`src/rtl/joybus_device.sv`:
```
// Joybus controller-side command decoder and response streamer.
// Build option: define JOYBUS_ORIGINS_RAM_EN to fetch origins from memory instead of the fixed table.
module joybus_device #(
  parameter logic [23:0] CONTROLLER_ID    = 24'h090000,
  parameter int          ADDR_WIDTH       = 4,
  parameter int          STATE_BYTES      = 8,
  parameter int          ORIGIN_BASE      = 8,
  parameter int          ORIGIN_BYTES     = 10,
  parameter int          TURNAROUND_TICKS = 2,
  parameter int          TIMEOUT_CYCLES   = 4095
) (
  input  logic                  clk_i,
  input  logic                  reset_ni,
  input  logic                  tx_tick_i,
  input  logic                  rx_start_i,
  input  logic                  rx_stop_i,
  input  logic                  rx_error_i,
  input  logic                  rx_strobe_i,
  input  logic [7:0]            rx_data_i,
  input  logic                  tx_busy_i,
  output logic [7:0]            tx_data_o,
  output logic                  tx_strobe_o,
  output logic                  tx_stopbit_o,
  output logic [ADDR_WIDTH-1:0] mem_addr_o,
  output logic                  mem_request_o,
  input  logic [7:0]            mem_data_i,
  input  logic                  mem_ack_i,
  output logic                  rumble_o,
  output logic                  brake_o,
  output logic                  recal_o,
  output logic                  cmd_error_o
);

  localparam int MAX_A   = (STATE_BYTES > 3) ? STATE_BYTES : 3;
  localparam int MAX_LEN = (ORIGIN_BYTES > MAX_A) ? ORIGIN_BYTES : MAX_A;
  localparam int CNT_W   = $clog2(MAX_LEN + 1);
  localparam int TICK_W  = $clog2(TURNAROUND_TICKS + 2);
  localparam int WD_W    = $clog2(TIMEOUT_CYCLES + 1);

`ifdef JOYBUS_ORIGINS_RAM_EN
  localparam bit ORIGINS_FROM_RAM = 1'b1;
`else
  localparam bit ORIGINS_FROM_RAM = 1'b0;
`endif

  // Element 0 is the first byte sent.
  localparam logic [9:0][7:0] ORIGIN_TABLE = {8'h02, 8'h02, 8'h00, 8'h00, 8'h80,
                                              8'h80, 8'h80, 8'h80, 8'h80, 8'h00};

  typedef enum logic [3:0] {
    S_IDLE, S_CMD0, S_POLL1, S_POLL2, S_FINISH,
    S_TURN, S_NEXT, S_FETCH, S_SEND, S_DEAD, S_STOP
  } state_e;

  typedef enum logic [1:0] {RSP_ID, RSP_POLL, RSP_ORIGINS, RSP_RECAL} rsp_e;

  state_e                state_q, state_d;
  rsp_e                  rsp_q, rsp_d;
  logic [7:0]            flags_q, flags_d;
  logic [7:0]            data_q, data_d;
  logic [CNT_W-1:0]      count_q, count_d;
  logic [TICK_W-1:0]     tick_q, tick_d;
  logic [WD_W-1:0]       wdog_q, wdog_d;
  logic                  ack_prev_q;
  logic [7:0]            tx_data_q, tx_data_d;
  logic                  tx_strobe_q, tx_strobe_d;
  logic                  tx_stopbit_q, tx_stopbit_d;
  logic [ADDR_WIDTH-1:0] mem_addr_q, mem_addr_d;
  logic                  mem_req_q, mem_req_d;
  logic                  rumble_q, rumble_d;
  logic                  brake_q, brake_d;
  logic                  recal_q, recal_d;
  logic                  cmd_error_q, cmd_error_d;

  logic                  ack_rise;
  logic                  wd_expired;
  logic                  rx_abort;
  logic                  need_mem;
  logic [ADDR_WIDTH-1:0] count_addr;
  logic [ADDR_WIDTH-1:0] origin_addr;
  logic [CNT_W-1:0]      rsp_len;
  logic [7:0]            id_byte;
  logic [7:0]            table_byte;
  logic [7:0]            const_byte;

  assign ack_rise    = mem_ack_i & ~ack_prev_q;
  assign wd_expired  = (wdog_q == WD_W'(TIMEOUT_CYCLES - 1));
  assign rx_abort    = rx_error_i | rx_start_i | rx_stop_i;
  assign need_mem    = (rsp_q == RSP_POLL) | ORIGINS_FROM_RAM;
  assign count_addr  = ADDR_WIDTH'(count_q);
  assign origin_addr = ADDR_WIDTH'(ORIGIN_BASE) + count_addr;
  assign const_byte  = (rsp_q == RSP_ID) ? id_byte : table_byte;

  always_comb begin
    unique case (rsp_q)
      RSP_ID:   rsp_len = CNT_W'(3);
      RSP_POLL: rsp_len = CNT_W'(STATE_BYTES);
      default:  rsp_len = CNT_W'(ORIGIN_BYTES);
    endcase
  end

  always_comb begin
    id_byte = CONTROLLER_ID[7:0];
    if (count_q == CNT_W'(0))      id_byte = CONTROLLER_ID[23:16];
    else if (count_q == CNT_W'(1)) id_byte = CONTROLLER_ID[15:8];
  end

  // Indices past the end of the table send 0x00.
  always_comb begin
    table_byte = 8'h00;
    for (int i = 0; i < 10; i++) begin
      if (int'(count_q) == i) table_byte = ORIGIN_TABLE[i];
    end
  end

  // NOTE: every variable gets a default before the case so no path can infer a latch.
  always_comb begin
    state_d      = state_q;
    rsp_d        = rsp_q;
    flags_d      = flags_q;
    data_d       = data_q;
    count_d      = count_q;
    tick_d       = tick_q;
    wdog_d       = '0;
    tx_data_d    = tx_data_q;
    tx_strobe_d  = 1'b0;
    tx_stopbit_d = 1'b0;
    mem_addr_d   = mem_addr_q;
    mem_req_d    = mem_req_q;
    rumble_d     = rumble_q;
    brake_d      = brake_q;
    recal_d      = 1'b0;
    cmd_error_d  = 1'b0;

    unique case (state_q)
      S_IDLE: if (rx_start_i) state_d = S_CMD0;

      S_CMD0: begin
        if (rx_abort) state_d = S_IDLE;
        else if (rx_strobe_i) begin
          unique case (rx_data_i)
            8'h00, 8'hFF: begin rsp_d = RSP_ID;      state_d = S_FINISH; end
            8'h40:        state_d = S_POLL1;
            8'h41:        begin rsp_d = RSP_ORIGINS; state_d = S_FINISH; end
            8'h42:        begin rsp_d = RSP_RECAL;   state_d = S_FINISH; end
            default:      state_d = S_IDLE;
          endcase
        end
      end

      S_POLL1: begin
        if (rx_abort) state_d = S_IDLE;
        else if (rx_strobe_i) state_d = (rx_data_i == 8'h03) ? S_POLL2 : S_IDLE;
      end

      S_POLL2: begin
        if (rx_abort) state_d = S_IDLE;
        else if (rx_strobe_i) begin
          flags_d = rx_data_i;
          rsp_d   = RSP_POLL;
          state_d = S_FINISH;
        end
      end

      // Any byte after the command is complete makes the request malformed.
      S_FINISH: begin
        if (rx_error_i || rx_start_i || rx_strobe_i) state_d = S_IDLE;
        else if (rx_stop_i) begin
          if (rsp_q == RSP_POLL) begin
            rumble_d = flags_q[0];
            brake_d  = flags_q[1];
          end
          recal_d = (rsp_q == RSP_RECAL);
          count_d = '0;
          tick_d  = '0;
          state_d = S_TURN;
        end
      end

      S_TURN: begin
        if (tick_q == TICK_W'(TURNAROUND_TICKS)) state_d = S_NEXT;
        else if (tx_tick_i) tick_d = tick_q + TICK_W'(1);
      end

      S_NEXT: begin
        if (count_q == rsp_len) state_d = S_STOP;
        else if (need_mem) begin
          mem_req_d  = 1'b1;
          mem_addr_d = (rsp_q == RSP_POLL) ? count_addr : origin_addr;
          state_d    = S_FETCH;
        end else begin
          data_d  = const_byte;
          state_d = S_SEND;
        end
      end

      S_FETCH: begin
        wdog_d = wdog_q + WD_W'(1);
        if (ack_rise) begin
          data_d    = mem_data_i;
          mem_req_d = 1'b0;
          state_d   = S_SEND;
        end else if (wd_expired) begin
          mem_req_d   = 1'b0;
          cmd_error_d = 1'b1;
          state_d     = S_IDLE;
        end
      end

      S_SEND: begin
        wdog_d = wdog_q + WD_W'(1);
        if (!tx_busy_i) begin
          tx_strobe_d = 1'b1;
          tx_data_d   = data_q;
          state_d     = S_DEAD;
        end else if (wd_expired) begin
          cmd_error_d = 1'b1;
          state_d     = S_IDLE;
        end
      end

      // Gives the transmitter a cycle to raise tx_busy before the next send.
      S_DEAD: begin
        count_d = count_q + CNT_W'(1);
        state_d = S_NEXT;
      end

      S_STOP: begin
        wdog_d = wdog_q + WD_W'(1);
        if (!tx_busy_i) begin
          tx_strobe_d  = 1'b1;
          tx_stopbit_d = 1'b1;
          state_d      = S_IDLE;
        end else if (wd_expired) begin
          cmd_error_d = 1'b1;
          state_d     = S_IDLE;
        end
      end

      default: state_d = S_IDLE;
    endcase
  end

  // NOTE: sequential state uses non-blocking assignments so all registers update together.
  always_ff @(posedge clk_i or negedge reset_ni) begin
    if (!reset_ni) begin
      state_q      <= S_IDLE;
      rsp_q        <= RSP_ID;
      flags_q      <= '0;
      data_q       <= '0;
      count_q      <= '0;
      tick_q       <= '0;
      wdog_q       <= '0;
      ack_prev_q   <= 1'b0;
      tx_data_q    <= '0;
      tx_strobe_q  <= 1'b0;
      tx_stopbit_q <= 1'b0;
      mem_addr_q   <= '0;
      mem_req_q    <= 1'b0;
      rumble_q     <= 1'b0;
      brake_q      <= 1'b0;
      recal_q      <= 1'b0;
      cmd_error_q  <= 1'b0;
    end else begin
      state_q      <= state_d;
      rsp_q        <= rsp_d;
      flags_q      <= flags_d;
      data_q       <= data_d;
      count_q      <= count_d;
      tick_q       <= tick_d;
      wdog_q       <= wdog_d;
      ack_prev_q   <= mem_ack_i;
      tx_data_q    <= tx_data_d;
      tx_strobe_q  <= tx_strobe_d;
      tx_stopbit_q <= tx_stopbit_d;
      mem_addr_q   <= mem_addr_d;
      mem_req_q    <= mem_req_d;
      rumble_q     <= rumble_d;
      brake_q      <= brake_d;
      recal_q      <= recal_d;
      cmd_error_q  <= cmd_error_d;
    end
  end

  assign tx_data_o     = tx_data_q;
  assign tx_strobe_o   = tx_strobe_q;
  assign tx_stopbit_o  = tx_stopbit_q;
  assign mem_addr_o    = mem_addr_q;
  assign mem_request_o = mem_req_q;
  assign rumble_o      = rumble_q;
  assign brake_o       = brake_q;
  assign recal_o       = recal_q;
  assign cmd_error_o   = cmd_error_q;

endmodule

```
`config.mk`:
```
export PLATFORM = sky130hd
export DESIGN_NAME = joybus_device
export DESIGN_NICKNAME = d
export VERILOG_FILES = /design/src/rtl/joybus_device.sv
export SDC_FILE = /design/constraint.sdc
export NUM_CORES = 1
export LEC_CHECK = 0
export ABC_AREA = 1
export ABC_CLOCK_PERIOD_IN_PS = 1900
export BUFFER_PORTS_ARGS = -buffer_cell sky130_fd_sc_hd__buf_4
export CAP_MARGIN = 20
export CORE_UTILIZATION = 59
export CTS_BUF_LIST = sky130_fd_sc_hd__clkbuf_2
export DETAILED_ROUTE_END_ITERATION = 12
export PLACE_DENSITY = 0.82
export SYNTH_ARGS = -nofsm -noshare
export SYNTH_HDL_FRONTEND = slang
export SYNTH_SLANG_ARGS = --single-unit
```
`constraint.sdc`:
```
create_clock -name clk_i -period 1.9 [get_ports clk_i]
set_input_delay 0.095 -clock clk_i [delete_from_list [all_inputs] [get_ports clk_i]]
set_output_delay 0.095 -clock clk_i [all_outputs]
set_load 0.05 [all_outputs]
```
==> impl_metrics.env, run 1 <==
export IMPL_route_detailed_wl_per_inst_um=12.4
export IMPL_grt_start_max_net_pins=55
export IMPL_row_count=25
export IMPL_max_cap_viol_count=0
export IMPL_final_setup_skew_ns=0.0311
export IMPL_post_synth_top_area_share_pct=46.5
export IMPL_hold_class="in2reg"
export IMPL_setup_worst_path_start_class="flip-flop"
export IMPL_sequentialPowerShare_pct=54.0
export IMPL_swShare_pct=35.8
export IMPL_setup_violations=0
export IMPL_max_clock_buf_depth=2
export IMPL_synth_commonest_cells="nand2_1, inv_1, dfrtp_1"
export IMPL_synth_edf_count=0
export IMPL_clk_insertion_delay_late_ns=0.47
export IMPL_grtUsageMet3_pct=4.72
export IMPL_avgSynthCellArea_um2=7.43
export IMPL_netlist_area_um2=2910
export IMPL_worstPathCellList="nand2_1 > nor3_1 > nand2_1 > nor2_1 > nand3_1 > o21ai_0 > nor2_1"
export IMPL_async_reset_ff_share_pct=100
export IMPL_wl_mm=6.46
export IMPL_cts_made_buffers=5
export IMPL_worst_path_max_delay_cell="dfrtp_1"
export IMPL_critPathRequiredTime_ns=2.29
export IMPL_gr_usage_met2_pct=47.8
export IMPL_post_cts_setup_buffers=0
export IMPL_syn_nets=423
export IMPL_final_setup_worst_slack_ns=0.170
export IMPL_worst_setup_hold_path_clk_slew_ns=0.32
export IMPL_io_buffers=43
export IMPL_dp_worst_setup_slack_ns=0.245
export IMPL_slew_viol_final=0
export IMPL_area_growth_syn_to_layout_pct=20.7
export IMPL_holdBufCountCts=16
export IMPL_drt_iter0_markers=120
export IMPL_root_buffer="clkbuf_2"
export IMPL_detail_route_first_pass_iterations=4
export IMPL_ys_dominant_reg_cell="dfrtp_1"
export IMPL_yosys_cell_types_count=29
export IMPL_report_final_hold_viol_count=0
export IMPL_path_class="reg2reg"
export IMPL_dr_total_vias=2723
export IMPL_nets_final=487
export IMPL_ant_nets=0
export IMPL_worst_ir_drop_vdd_mv=0.358
export IMPL_layout_drive_gt1_share_pct=13.6
export IMPL_die_h_um=72.2
export IMPL_top_achievable_clock_speed_ghz=0.578
export IMPL_cp_max_fo=4
export IMPL_die_area_um2=5210
export IMPL_remaining_drc_errors=0
export IMPL_synth_area_leader_cell="dfrtp_1"
export IMPL_floorplan_core_area_um2=4720
export IMPL_power_switching_mw=0.876
export IMPL_power_density_nw_per_um2=697
export IMPL_clock_tree_htree_level_count=2
export IMPL_number_of_antenna_violations_at_the_first_check_in_global_routing=0
export IMPL_power_report_internal_total_mw=1.57
export IMPL_outcome="complete, no violations"
export IMPL_post_route_period_util_pct=91.0
export IMPL_min_period_ns=1.73
export IMPL_floorplan_initialDensity_pct=61.5
export IMPL_cp_end_kind="flip-flop"
export IMPL_worstPathArrival_ns=2.12
export IMPL_number_of_global_route_vias_before_repair=2515
export IMPL_cts_resized_gates=0
export IMPL_synth_most_common_cell="nand2_1"
export IMPL_yosys_warnings=0
export IMPL_synth_top_cells_by_area="dfrtp_1, nand2_1, inv_1, nor2_1, o21ai_0"
export IMPL_slowest_delay_ns=0.51
export IMPL_cts_tree="yes"
export IMPL_yosysSeqAreaShare_pct=46.5
export IMPL_power_leakage_nw=1.79
export IMPL_slew_limit_headroom_pct=54.8
export IMPL_totalNegativeSetupSlack_ns=0
export IMPL_grt_busiest_layer="met2"
export IMPL_die_x_um=72.2
export IMPL_diodes=0
export IMPL_number_of_standard_cells_after_synthesis=391
export IMPL_vias_per_cell=5.21
export IMPL_clock_sinks=54
export IMPL_synth_seq_cells=54
export IMPL_pin_count=44
export IMPL_worst_pin_slew_ns=0.678
export IMPL_track_usage_pct=27.0
export IMPL_place_detailed_hpwl_mm=4.63
export IMPL_gr_total_overflow=0
export IMPL_grt_first_pass_wirelength_mm=11.0
export IMPL_power_share_combinational_pct=25.1
export IMPL_global_route_usage_met1_pct=34.2
export IMPL_setup_repair_after_global_routing_missed_its_margin="no"
export IMPL_gp_congestion=0.895
export IMPL_pwr_share_clk_pct=20.9
path summary, 6_finish.rpt:
kind / start / endpoint / slack, ns / depth (start not counted)
max in group asynchronous: reset_ni / flags_q[1] / 1.29 / 2
worst max register to register: wdog_q[4] / wdog_q[11] / 0.17 / 7
worst max-delay path: wdog_q[4] / wdog_q[11] / 0.17 / 7
min in group asynchronous: reset_ni / tx_data_o[1] / 0.15 / 2
worst min register to register: data_q[1] / tx_data_o[1] / 0.50 / 2
worst min-delay path: tx_tick_i / tick_q[1] / 0.04 / 5
power by group through the flow:
stage	clock (mW)	combinational, mW	sequential [mW]
3_3_place_gp	0	0.571	1.34
2_1_floorplan	0	0.291	1.43
6_report	0.510	0.615	1.32
4_1_cts	0.517	0.609	1.32
3_5_place_dp	0	0.580	1.34
5_1_grt	0.546	0.689	1.33
placed cells by master, fill, tap and decap left out, types with 3 or more instances in the layout:
| cell | instances |
|---|---|
| inv_1 | 56 |
| dfrtp_1 | 54 |
| xnor2_1 | 3 |
| clkbuf_2 | 5 |
| nand3_1 | 23 |
| o21ai_0 | 33 |
| dlygate4sd3_1 | 16 |
| a21oi_1 | 12 |
| nor3_1 | 11 |
| nand2_1 | 115 |
| buf_4 | 44 |
| ha_1 | 7 |
| xor2_1 | 3 |
| nor2_1 | 49 |
metal layers:
layer	vias to the layer above	part of all wire (%)
li1	1363	-
met1	1272	45
met2	77	49
met3	11	4.2
met4	0	1.5
met5	-	0
stage by stage:
| stage | hold slack [ns] | util [%] | instance area, um2 | total power [mW] | std cells |
|---|---|---|---|---|---|
| 2_1_floorplan | -0.201 | - | 2910 | 1.72 | 391 |
| 3_5_place_dp | 0.178 | 69.7 | 3290 | 1.92 | 499 |
| 3_3_place_gp | 0.170 | 69.7 | 3290 | 1.91 | 499 |
| 5_1_grt | 0.0418 | 74.3 | 3510 | 2.57 | 523 |
| 4_1_cts | 0.0314 | 74.3 | 3510 | 2.44 | 523 |
| 6_report | 0.0364 | 74.3 | 3510 | 2.44 | 523 |
cell families after synthesis:
family	synth area share [%]
compound gates	10.4
xor+xnor	1.81
fa+ha+maj	3.01
buf+inv	8.39
flops	46.5
simple gates	29.9
layout make-up:
| type | count | area [um2] |
|---|---|---|
| flip-flops and latches | 54 | 1350 |
| multi-input cells | 276 | 1310 |
| fillers | 412 | 1210 |
| repair buffers | 60 | 490 |
| inverters | 58 | 218 |
| well taps | 67 | 83.8 |
| clock inverters | 3 | 28.8 |
| clock buffers | 5 | 25.0 |
state kept, by name, summed over array words and instances (netlist names), 2 cells and up:
| signal | count |
|---|---|
| count_addr | 4 |
| data_q | 8 |
| flags_q | 2 |
| mem_addr_o | 4 |
| rsp_q | 2 |
| state_q | 4 |
| tick_q | 2 |
| tx_data_o | 8 |
| wdog_q | 12 |
critical path: cells and delay by family, from the launching register on:
kind / cells / cell delay, ns
DFF: 1 / 0.51
AOI/OAI and AO/OA: 1 / 0.23
and+or+nand+nor: 6 / 0.90
Power figures use the tool's default switching activity.
==> run 2: changes to the inputs <==
CORE_UTILIZATION = 50   (was 59)
PLACE_DENSITY = 0.71   (was 0.82)
==> run 2 against run 1 <==
Net effect:
- routed wire length fell by 1.6%
- sequential share of layout area down 0.23 points
- non-clock buffer count up 2
- power rose by 0.12%
==> impl_metrics.env, run 2 (synthesized netlist as in run 1, its figures left out) <==
export IMPL_grt_first_pass_wirelength_mm=11.0
export IMPL_max_clock_buf_depth=2
export IMPL_top_signal_layer_used="met4"
export IMPL_area_growth_syn_to_layout_pct=21.4
export IMPL_layout_drive_gt1_share_pct=14.0
export IMPL_cts_made_buffers=5
export IMPL_power_leakage_nw=1.80
export IMPL_pin_count=44
export IMPL_worstPathArrival_ns=2.03
export IMPL_grt_start_max_net_pins=55
export IMPL_setup_worst_path_start_class="flip-flop"
export IMPL_max_cap_viol_count=0
export IMPL_largest_reg_flops=12
export IMPL_remaining_drc_errors=0
export IMPL_total_power_mw=2.45
export IMPL_worst_pin_slew_ns=0.680
export IMPL_root_buffer="clkbuf_2"
export IMPL_cp_max_fo=5
export IMPL_power_density_nw_per_um2=694
export IMPL_utilization_pct=63.7
export IMPL_track_usage_pct=22.8
export IMPL_slew_limit_headroom_pct=54.7
export IMPL_met3WireLength_um=212
export IMPL_worst_path_most_repeated_cell="nand2_1"
export IMPL_final_setup_skew_ns=0.0506
export IMPL_detail_route_first_pass_iterations=4
export IMPL_setup_violations=0
export IMPL_setup_repair_after_global_routing_missed_its_margin="no"
export IMPL_top_achievable_clock_speed_ghz=0.606
export IMPL_gr_total_overflow=0
export IMPL_floorplan_initialDensity_pct=52.5
export IMPL_drt_iter0_markers=102
export IMPL_nets_final=489
export IMPL_filler_cell_count=535
export IMPL_min_period_ns=1.65
export IMPL_slew_viol_final=0
export IMPL_post_route_period_util_pct=86.9
export IMPL_hold_class="in2reg"
export IMPL_clock_sinks=54
export IMPL_slowest_delay_ns=0.48
export IMPL_final_cell_mix="nand2_1, inv_1, dfrtp_1"
export IMPL_worst_ir_drop_vdd_mv=0.338
export IMPL_rrSetupSlack_ns=0.25
export IMPL_totalNegativeSetupSlack_ns=0
export IMPL_depth_of_the_worst_register_to_register_path=7
export IMPL_diodes=0
export IMPL_dr_total_vias=2621
export IMPL_layout_cells_most_common="nand2_1"
export IMPL_route_detailed_wl_per_inst_um=12.0
export IMPL_multi_input_area_um2=1310
export IMPL_worstPathCellList="inv_1 > nand2_2 > nor2_2 > nand2_1 > nand2_1 > nand3_1 > o31ai_1"
export IMPL_critPathRequiredTime_ns=2.28
export IMPL_dp_worst_setup_slack_ns=0.265
export IMPL_worst_setup_hold_path_clk_slew_ns=0.34
export IMPL_holdPathStages=5
export IMPL_timing_critical_path_buf_inv=1
export IMPL_io_buffers=43
export IMPL_place_detailed_hpwl_mm=4.81
export IMPL_cts_tree="yes"
export IMPL_worst_path_dominant_cell_family="simple AND/OR/NAND/NOR gates"
export IMPL_number_of_antenna_violations_at_the_first_check_in_global_routing=0
export IMPL_wl_mm=6.36
export IMPL_cp_end_kind="flip-flop"
export IMPL_cts_resized_gates=0
export IMPL_die_x_um=78.2
export IMPL_gp_congestion=0.843
export IMPL_clock_tree_htree_level_count=2
export IMPL_die_h_um=78.2
export IMPL_floorplan_core_area_um2=5540
export IMPL_placedInstanceArea_um2=3300
export IMPL_regMostFlops="wdog_q"
export IMPL_ant_nets=0
export IMPL_outcome="complete, no violations"
export IMPL_final_setup_worst_slack_ns=0.249
export IMPL_clk_insertion_delay_late_ns=0.49
export IMPL_path_class="reg2reg"
export IMPL_worst_path_max_delay_cell="dfrtp_1"
export IMPL_met2_length_mm=3.09
export IMPL_number_of_global_route_vias_before_repair=2545
export IMPL_row_count=27
export IMPL_die_area_um2=6120
export IMPL_timing_hold_worst_endpoint="tick_q[1]"
export IMPL_vias_per_cell=4.95
export IMPL_final_area_um2=3530
export IMPL_wl_met1_mm=2.98
export IMPL_sequential_cell_area_um2=1350
export IMPL_r2r_end="tick_q[1]"
export IMPL_report_final_hold_viol_count=0
export IMPL_hold_path_startpoint="tx_tick_i"
export IMPL_r2r_start="state_q[3]"
[run 2: power by group]
part | internal (mW) | switching, mW | leakage [nW]
registers | 1.25 | 0.0739 | 0.690
logic | 0.217 | 0.389 | 1.08
clock network | 0.107 | 0.415 | 0.0351
[run 2: per-stage QoR]
stage | std cells | hold slack [ns]
floorplan | 391 | -0.201
global placement | 504 | 0.175
detailed placement | 504 | 0.184
CTS | 528 | 0.0392
global route | 530 | 0.0737
finish | 530 | 0.0497
[run 2: cell type report]
type,instances,share of cell area (%)
Sequential cell,54,38.3
Multi-Input combinational cell,276,37.1
Timing Repair Buffer,62,14.3
Inverter,58,6.17
Tap cell,72,2.55
Clock inverter,3,0.815
Clock buffer,5,0.709
[run 2: layer usage]
layer / vias up / GRT usage [%]
li1: 1365 / -
met1: 1197 / 29.3
met2: 52 / 39.5
met3: 7 / 3.49
met4: 0 / 6.67
met5: - / 0
[run 2: worst max-delay path by stage]
stage,cells past startpoint,to,from,slack [ns]
4_1_cts,11,state_q[1],state_q[3],0.17
6_report,7,tick_q[1],state_q[3],0.25
2_1_floorplan,9,state_q[3],wdog_q[0],0.56
3_5_place_dp,6,data_q[6],state_q[3],0.27
3_3_place_gp,6,data_q[6],state_q[3],0.28
5_1_grt,7,rumble_o,state_q[1],0.06
[run 2: worst register-to-register path: cells and delay by family, from the launching register on]
kind / cells / cell delay [ns]
buf+inv: 1 / 0.15
flops: 1 / 0.48
compound gates: 1 / 0.22
simple gates: 5 / 0.69
[run 2: what timing repair did]
| item | CTS | global route |
|---|---|---|
| hold endpoints to repair | 73 | 0 |
| hold buffers | 16 | 0 |
| setup buffers | 0 | 2 |
| endpoints found under the setup margin | 0 | 1 |
==> run 3: changes to the inputs <==
CORE_ASPECT_RATIO = 1.5   (was default)
==> run 3 against run 2 <==
Net effect:
- setup slack gained 0.029 ns
- die area barely moved
- clock power is 16% higher
- non-clock buffer count is 2 higher
- worst hold slack worse by 0.0033 ns
- sequential share of layout area fell by 0.30 points
- power rose by 3.7%
- critical endpoint is now recal_o
- largest cell class unchanged
- largest power group unchanged
==> impl_metrics.env, run 3 (synthesized netlist as in run 1, its figures left out) <==
export IMPL_timing_hold_worst_endpoint="tick_q[1]"
export IMPL_vias_per_cell=4.95
export IMPL_top_achievable_clock_speed_ghz=0.616
export IMPL_final_cell_mix="nand2_1, inv_1, dfrtp_1"
export IMPL_critPathRequiredTime_ns=2.26
export IMPL_cts_tree="yes"
export IMPL_layout_cells_most_common="nand2_1"
export IMPL_die_h_um=95.4
export IMPL_slowest_delay_ns=0.57
export IMPL_timing_critical_path_buf_inv=3
export IMPL_cp_max_fo=3
export IMPL_final_setup_skew_ns=0.0151
export IMPL_area_growth_syn_to_layout_pct=22.4
export IMPL_grt_first_pass_wirelength_mm=10.9
export IMPL_floorplan_core_area_um2=5530
export IMPL_die_area_um2=6130
export IMPL_worst_setup_hold_path_clk_slew_ns=0.27
export IMPL_dp_worst_setup_slack_ns=0.204
export IMPL_root_buffer="clkbuf_2"
export IMPL_power_density_nw_per_um2=714
export IMPL_setup_worst_path_start_class="primary input"
export IMPL_worst_path_most_repeated_cell="dlygate4sd3_1"
export IMPL_max_clock_buf_depth=2
export IMPL_layout_drive_gt1_share_pct=14.3
export IMPL_clock_tree_htree_level_count=2
export IMPL_sequential_cell_area_um2=1350
export IMPL_gp_congestion=0.855
export IMPL_route_detailed_wl_per_inst_um=12.0
export IMPL_cts_made_buffers=5
export IMPL_worst_pin_slew_ns=0.677
export IMPL_largest_reg_flops=12
export IMPL_slew_limit_headroom_pct=54.8
export IMPL_io_buffers=43
export IMPL_hold_class="in2reg"
export IMPL_gr_total_overflow=0
export IMPL_cp_end_kind="flip-flop"
export IMPL_grt_start_max_net_pins=55
export IMPL_worstPathArrival_ns=1.98
export IMPL_track_usage_pct=22.7
export IMPL_number_of_global_route_vias_before_repair=2605
export IMPL_ant_nets=0
export IMPL_die_x_um=64.3
export IMPL_clock_sinks=54
export IMPL_number_of_antenna_violations_at_the_first_check_in_global_routing=0
export IMPL_report_final_hold_viol_count=0
export IMPL_max_cap_viol_count=0
export IMPL_place_detailed_hpwl_mm=4.84
export IMPL_diodes=0
export IMPL_multi_input_area_um2=1310
export IMPL_final_setup_worst_slack_ns=0.277
export IMPL_holdPathStages=5
export IMPL_pin_count=44
export IMPL_power_leakage_nw=1.82
export IMPL_slew_viol_final=0
export IMPL_detail_route_first_pass_iterations=4
export IMPL_rrSetupSlack_ns=0.29
export IMPL_clk_insertion_delay_late_ns=0.45
export IMPL_regMostFlops="wdog_q"
export IMPL_row_count=33
export IMPL_hold_path_startpoint="tx_tick_i"
export IMPL_post_route_period_util_pct=85.4
export IMPL_r2r_end="state_q[2]"
export IMPL_worst_ir_drop_vdd_mv=0.497
export IMPL_filler_cell_count=506
export IMPL_worst_path_max_delay_cell="dlygate4sd3_1"
export IMPL_setup_repair_after_global_routing_missed_its_margin="no"
export IMPL_floorplan_initialDensity_pct=52.5
export IMPL_total_power_mw=2.54
export IMPL_worstPathCellList="dlygate4sd3_1 > buf_4 > nor3_1 > nand2_1 > dlygate4sd3_1 > nor4_1"
export IMPL_drt_iter0_markers=148
export IMPL_depth_of_the_worst_register_to_register_path=9
export IMPL_nets_final=491
export IMPL_path_class="in2reg"
export IMPL_wl_mm=6.39
export IMPL_cts_resized_gates=0
export IMPL_setup_violations=0
export IMPL_outcome="complete, no violations"
export IMPL_remaining_drc_errors=0
export IMPL_r2r_start="state_q[0]"
export IMPL_dr_total_vias=2621
export IMPL_min_period_ns=1.62
export IMPL_worst_path_dominant_cell_family="buffers and inverters"
export IMPL_totalNegativeSetupSlack_ns=0
[run 3: tightest hold or removal path, delay by kind of cell]
family                 cells  cell delay [ns]
buffers and inverters      2             0.14
AND/OR/NAND/NOR            2             0.16
AO/OA/AOI/OAI              1             0.08
[run 3: metal layers]
metal  share of wire, %  vias to the layer above  global-route usage [%]
li1                   -                     1369                       -
met5                  0                        -                       0
met2                 55                       44                    45.1
met4                1.6                        0                    7.22
met1                 40                     1199                    24.1
met3                2.6                        9                    3.23
[run 3: how the worst max path moves through the flow]
stage / start / to / slack [ns] / cells past startpoint
floorplan: wdog_q[0] / state_q[3] / 0.56 / 9
global placement: state_q[3] / wdog_q[9] / 0.25 / 7
detailed placement: state_q[3] / wdog_q[9] / 0.20 / 7
CTS: state_q[3] / wdog_q[9] / 0.13 / 7
global route: count_addr[1] / data_q[1] / 0.12 / 9
finish: rx_strobe_i / recal_o / 0.28 / 6
[run 3: stage by stage]
| step | hold slack (ns) | area [um2] | utilization, % | cells |
|---|---|---|---|---|
| 2_1_floorplan | -0.201 | 2910 | - | 391 |
| 3_3_place_gp | 0.175 | 3300 | 59.6 | 502 |
| 3_5_place_dp | 0.182 | 3300 | 59.6 | 502 |
| 4_1_cts | 0.0381 | 3530 | 63.7 | 526 |
| 5_1_grt | 0.0688 | 3560 | 64.3 | 530 |
| 6_report | 0.0464 | 3560 | 64.3 | 530 |
[run 3: area by class of cell]
| class | instances | area share (%) |
|---|---|---|
| Inverter | 58 | 6.12 |
| Clock inverter | 3 | 1.23 |
| Multi-Input combinational cell | 276 | 36.9 |
| Clock buffer | 5 | 0.703 |
| Tap cell | 70 | 2.46 |
| Sequential cell | 54 | 38.0 |
| Timing Repair Buffer | 64 | 14.6 |
[run 3: what timing repair did]
item	CTS	global route
endpoints found under the setup margin	0	1
endpoints found under the hold margin	73	0
hold buffers	16	0
setup buffers	0	4
[run 3: where the power goes]
group / switching [mW] / internal [mW] / leakage, nW
registers: 0.0763 / 1.24 / 0.690
logic: 0.394 / 0.218 / 1.09
clock network: 0.381 / 0.225 / 0.0433
total: 0.851 / 1.69 / 1.82
